===== src/rtl/lmem_port_arbiter_pkg.sv =====
// Shared helpers for the TyTra LMEM port controllers: index-width sizing and
// one-hot to binary conversion.
package lmem_port_arbiter_pkg;

   localparam int MAX_REQ = 32;

   // Index width for N requesters; one bit minimum so N=1 still has a legal vector.
   function automatic int idx_w(input int n);
      return (n > 1) ? $clog2(n) : 1;
   endfunction

   function automatic int onehot_to_idx(input logic [MAX_REQ-1:0] oh);
      int idx;
      idx = 0;
      for (int i = 0; i < MAX_REQ; i++) begin
         if (oh[i]) idx = idx | i;
      end
      return idx;
   endfunction

endpackage


===== src/rtl/lmem_port_arbiter_rr_arbiter.sv =====
// Round-robin arbiter: combinational one-hot grant searched from ptr upward,
// ptr moves past the winner whenever a grant is taken.
module rr_arbiter
   import lmem_port_arbiter_pkg::*;
#(
   parameter int N = 4
) (
   input  logic                clk,
   input  logic                rst,
   input  logic [N-1:0]        req,
   input  logic                advance,
   output logic [N-1:0]        gnt,
   output logic [idx_w(N)-1:0] gnt_idx
);

   localparam int IDX_W = idx_w(N);

   logic [IDX_W-1:0] ptr;
   logic [IDX_W:0]   sum;
   logic [IDX_W-1:0] cand;

   // Walk ptr, ptr+1, ... modulo N; the first asserted request wins.
   always_comb begin
      gnt  = '0;
      sum  = '0;
      cand = '0;
      for (int i = 0; i < N; i++) begin
         sum = {1'b0, ptr} + (IDX_W+1)'(i);
         if (sum >= (IDX_W+1)'(N)) sum = sum - (IDX_W+1)'(N);
         cand = sum[IDX_W-1:0];
         if (gnt == '0 && req[cand]) gnt[cand] = 1'b1;
      end
   end

   assign gnt_idx = IDX_W'(onehot_to_idx(MAX_REQ'(gnt)));

   always_ff @(posedge clk or posedge rst) begin
      if (rst) begin
         ptr <= '0;
      end else if (advance && (|gnt)) begin
         ptr <= (gnt_idx == IDX_W'(N-1)) ? '0 : gnt_idx + 1'b1;
      end
   end

endmodule


===== src/rtl/lmem_port_arbiter.sv =====
// Shares the 1R/1W ports of one LMEM among N_RD readers and N_WR writers,
// each port with its own round-robin arbiter; read data returns one cycle later.
module lmem_port_arbiter
   import lmem_port_arbiter_pkg::*;
#(
   parameter int DATA_WIDTH = 8,
   parameter int ADDR_WIDTH = 6,
   parameter int N_RD       = 4,
   parameter int N_WR       = 2,
   parameter int BYPASS     = 1
) (
   input  logic                       clk,
   input  logic                       rst,
   input  logic [N_RD-1:0]            rd_req,
   input  logic [N_RD*ADDR_WIDTH-1:0] rd_addr,
   output logic [N_RD-1:0]            rd_gnt,
   output logic [N_RD-1:0]            rd_vld,
   output logic [DATA_WIDTH-1:0]      rd_data,
   input  logic [N_WR-1:0]            wr_req,
   input  logic [N_WR*ADDR_WIDTH-1:0] wr_addr,
   input  logic [N_WR*DATA_WIDTH-1:0] wr_data,
   output logic [N_WR-1:0]            wr_gnt,
   output logic [ADDR_WIDTH-1:0]      mem_raddr,
   input  logic [DATA_WIDTH-1:0]      mem_q,
   output logic                       mem_we,
   output logic [ADDR_WIDTH-1:0]      mem_waddr,
   output logic [DATA_WIDTH-1:0]      mem_wdata
);

   localparam int RD_IDX_W = idx_w(N_RD);
   localparam int WR_IDX_W = idx_w(N_WR);

   logic [N_RD-1:0]       rd_arb_gnt;
   logic [RD_IDX_W-1:0]   rd_idx;
   logic [N_WR-1:0]       wr_arb_gnt;
   logic [WR_IDX_W-1:0]   wr_idx;
   logic                  rd_fire;
   logic                  wr_fire;
   logic [ADDR_WIDTH-1:0] rd_sel_addr;
   logic [ADDR_WIDTH-1:0] last_raddr;

   rr_arbiter #(.N(N_RD)) u_rd_arb (
      .clk     (clk),
      .rst     (rst),
      .req     (rd_req),
      .advance (~rst),
      .gnt     (rd_arb_gnt),
      .gnt_idx (rd_idx)
   );

   rr_arbiter #(.N(N_WR)) u_wr_arb (
      .clk     (clk),
      .rst     (rst),
      .req     (wr_req),
      .advance (~rst),
      .gnt     (wr_arb_gnt),
      .gnt_idx (wr_idx)
   );

   // Grants are gated so nothing reaches the LMEM while reset is asserted.
   assign rd_gnt  = rst ? '0 : rd_arb_gnt;
   assign wr_gnt  = rst ? '0 : wr_arb_gnt;
   assign rd_fire = |rd_gnt;
   assign wr_fire = |wr_gnt;

   assign rd_sel_addr = rd_addr[int'(rd_idx)*ADDR_WIDTH +: ADDR_WIDTH];
   assign mem_raddr   = rd_fire ? rd_sel_addr : last_raddr;

   assign mem_we    = wr_fire;
   assign mem_waddr = wr_addr[int'(wr_idx)*ADDR_WIDTH +: ADDR_WIDTH];
   assign mem_wdata = wr_data[int'(wr_idx)*DATA_WIDTH +: DATA_WIDTH];

   always_ff @(posedge clk or posedge rst) begin
      if (rst) begin
         rd_vld     <= '0;
         last_raddr <= '0;
      end else begin
         rd_vld <= rd_gnt;
         if (rd_fire) last_raddr <= rd_sel_addr;
      end
   end

   generate
      if (BYPASS != 0) begin : g_bypass
         logic                  byp_sel;
         logic [DATA_WIDTH-1:0] byp_data;

         // A same-cycle write to the address being read wins over the stale LMEM output.
         always_ff @(posedge clk or posedge rst) begin
            if (rst) begin
               byp_sel  <= 1'b0;
               byp_data <= '0;
            end else begin
               byp_sel  <= rd_fire && wr_fire && (rd_sel_addr == mem_waddr);
               byp_data <= mem_wdata;
            end
         end

         assign rd_data = byp_sel ? byp_data : mem_q;
      end else begin : g_no_bypass
         assign rd_data = mem_q;
      end
   endgenerate

endmodule


===== config.mk =====
export PLATFORM = sky130hd
export DESIGN_NAME = lmem_port_arbiter
export DESIGN_NICKNAME = d
export VERILOG_FILES = /design/src/rtl/lmem_port_arbiter_pkg.sv /design/src/rtl/lmem_port_arbiter_rr_arbiter.sv /design/src/rtl/lmem_port_arbiter.sv
export SDC_FILE = /design/constraint.sdc
export NUM_CORES = 1
export LEC_CHECK = 0
export ABC_AREA = 1
export CAP_MARGIN = 20
export CORE_UTILIZATION = 39
export CTS_BUF_LIST = sky130_fd_sc_hd__clkbuf_16
export DETAILED_ROUTE_END_ITERATION = 10
export PLACE_DENSITY = 0.89
export SKIP_CTS_REPAIR_TIMING = 1
export SYNTH_ARGS = -nofsm -noshare
export SYNTH_HDL_FRONTEND = slang
export SYNTH_SLANG_ARGS = --single-unit

===== constraint.sdc =====
create_clock -name clk -period 3.4 [get_ports clk]
set_clock_uncertainty 0.15 [all_clocks]
set_input_delay 0.34 -clock clk [delete_from_list [all_inputs] [get_ports clk]]
set_output_delay 0.34 -clock clk [all_outputs]
set_load 0.01 [all_outputs]

==> flow_summary.yaml <==
cts:
  clockRootBuffer: "clkbuf_16"
  ctsHtreeMaxLevel: 1
  cts_tree: "done"
  cts_made_buffers: 3
  clock_sinks: 22
  clock_latency_ps: 260
  clk_pin_slew_ps: 60
  clockBufferDepth: 2
yosys:
  ys_warn_count: 0
  synth_top_area_share_pct: 28.33
  synth_commonest_cells: "nand2_1, nand3_1, inv_1"
  syn_nets: 363
  synth-async-reset-ratio_pct: 100.0
  ys_seq_area_share_pct: 28.33
  synth_flop_cell: "dfrtp_1"
  synth.distinct_cells: 25
  syn_area_um2: 1943
  synth_top_area_cell: "dfrtp_1"
  yosys-top-cells-area: "dfrtp_1, nand2_1, nand3_1"
  avgSynthCellArea_um2: 6.770
  synth.ff_latch_count: 22
  synth_edf_count: 0
  syn_inst: 287
  yosysMostFrequentCell: "nand2_1"
setup_path:
  crit_type: "reg -> out"
  path_common_cell: "nand3_2"
  max_stage_delay_ps: 460
  crit_required_ps: 2910
  slowest_stage: "dfrtp_2"
  cp_cell_sequence: "inv_4 -> buf_4 -> nand2_1 -> nand2_1 -> nand2_1 -> nand3_2 -> nand2_1 -> inv_2 -> nand3_2 -> nand2_4 -> nor2_4 -> nand3_2 -> nand3_2 -> nor2_4 -> nand3_2 -> nand2_4 -> inv_4 -> nor2_8 -> nand3_4 -> nand2_8 -> inv_6 -> a31oi_4 -> buf_6"
  cp_max_fo: 5
  worstPathArrival_ps: 3240
  cp_num_buf_inv: 6
  critPathTopFamily: "simple AND/OR/NAND/NOR gates"
  endpoint_kind: "output port"
  cp-start-kind: "flop"
routing:
  first_pass_iters: 5
  num_vias: 2699
  drtAntennaViolNets: 0
  drtIter0Drc: 227
  drc: 0
  routed_wirelength_um: 8724
  wl_per_cell_um: 17.24
  via_per_inst: 5.334
floorplan:
  dieArea_um2: 5269
  coreArea_um2: 4755
  die_w_um: 72.59
  start_util_pct: 40.87
  io_pins: 107
  die_height_um: 72.59
  rows: 25
sta:
  drv_slew: 0
  worst_slew_pin_slew_ps: 454.8
  final.setup.worst_slack_ps: -328.3
  finalHoldViolCount: 0
  slew_headroom_pct: 69.65
  min_period_over_period_pct: 109.7
  setup_viol: 8
  final.setup.tns_ps: -2123
  fmax_ghz: 0.2682
  fin_crit_ps: 3728
  grt_setup_unrepaired: "yes"
finish:
  area_growth_pct: 94.59
  post_route_cells_drive_above_1_share_pct: 32.57
  final_nets: 516
  n_antenna_cell: 0
placement:
  hpwl_um: 5822
  gp_congestion: 0.9214
  dp_slack_ps: -569.5
  port-buffer-count: 106
grt:
  grt_pass1_vias: 2470
  grt_max_degree: 17
  antenna_found_initial: 0
  grt_pass1_wl_um: 11420
  globalRouteOverflowTotal: 0
  track_usage_pct: 28.46
worst_hold_path:
  hold_class: "reg -> reg"
flow_run:
  maxCapViolCount: 0
status:
  status: "finished, violations left"
  violations: "setup timing"
## layout make-up
type                    count  area, µm²
multi-input cells         223       1421
flip-flops and latches     22      551.8
clock buffers               3      75.07
well taps                  67      83.83
inverters                  35      146.4
clock inverters             1      30.03
repair buffers            155       1473
fillers                   287      973.4
## cells in the final DEF (no fill, tap or decap), types with 6 or more instances in the layout
master and count:
nand2_1 84, inv_1 27, nand2_2 19, clkdlybuf4s50_1 97, mux2_2 8, o21ai_0 10
ha_1 6, buf_4 44, or2_2 6, nand3_2 17, nor2_1 12, nand3_1 32
dfrtp_1 21
## worst paths after layout
check                                             from                          end  slack (ps)  cells after the start
max reg2reg                u_rd_arb.ptr[0]$_DFFE_PP0P_   g_bypass.byp_sel$_DFF_PP0_          60                     26
min in group asynchronous                          rst          rd_vld[2]$_DFF_PP0_         480                      3
min reg2reg                    last_raddr[1]$_DFF_PP0_      last_raddr[1]$_DFF_PP0_         380                      2
min                            last_raddr[1]$_DFF_PP0_      last_raddr[1]$_DFF_PP0_         380                      2
max                        u_rd_arb.ptr[0]$_DFFE_PP0P_                 mem_raddr[5]        -330                     23
max in group asynchronous                          rst  u_rd_arb.ptr[0]$_DFFE_PP0P_        2370                      3
## worst min-delay path: cells and delay by family (launching register included)
family	cells	cell delay [ps]
compound gates	1	60
simple gates	1	70
flops	1	360
## sequential cells by signal, indices dropped and copies added, names as in the netlist
name and flops:
g_bypass.byp_data 8, last_raddr 6, rd_vld 4, u_rd_arb.ptr 2, g_bypass.byp_sel 1, u_wr_arb.ptr 1
## cell families after synthesis
kind of cell,Yosys count,synth area share (%)
AND/OR/NAND/NOR,186,46.56
buffers and inverters,42,9.272
flip-flops,22,28.33
AO/OA/AOI/OAI,21,6.052
multiplexers,8,4.636
adder cells (fa/ha/maj),8,5.152
## metal layers
metal	wire length, µm	share of wire [%]	up-vias	GRT usage [%]
met4	420	4.8	0	13.07
met1	3112	36	1290	31.49
met3	428	4.9	44	5.387
met2	4762	55	148	52.44
met5	0	0	-	0
li1	-	-	1217	-
## stage by stage
step | hold slack (ps) | cells | util [%] | area (µm²)
6_report | 379.5 | 506 | 79.53 | 3781
5_1_grt | 368.0 | 506 | 79.53 | 3781
4_1_cts | 375.5 | 497 | 73.03 | 3472
3_5_place_dp | 355.3 | 493 | 70.82 | 3367
3_3_place_gp | 324.0 | 493 | 70.82 | 3367
2_1_floorplan | 196.3 | 287 | - | 1943
Power is left out: the tool's default activity adds up to more than one toggle a clock period on the data nets, which glitch-free logic cannot reach.
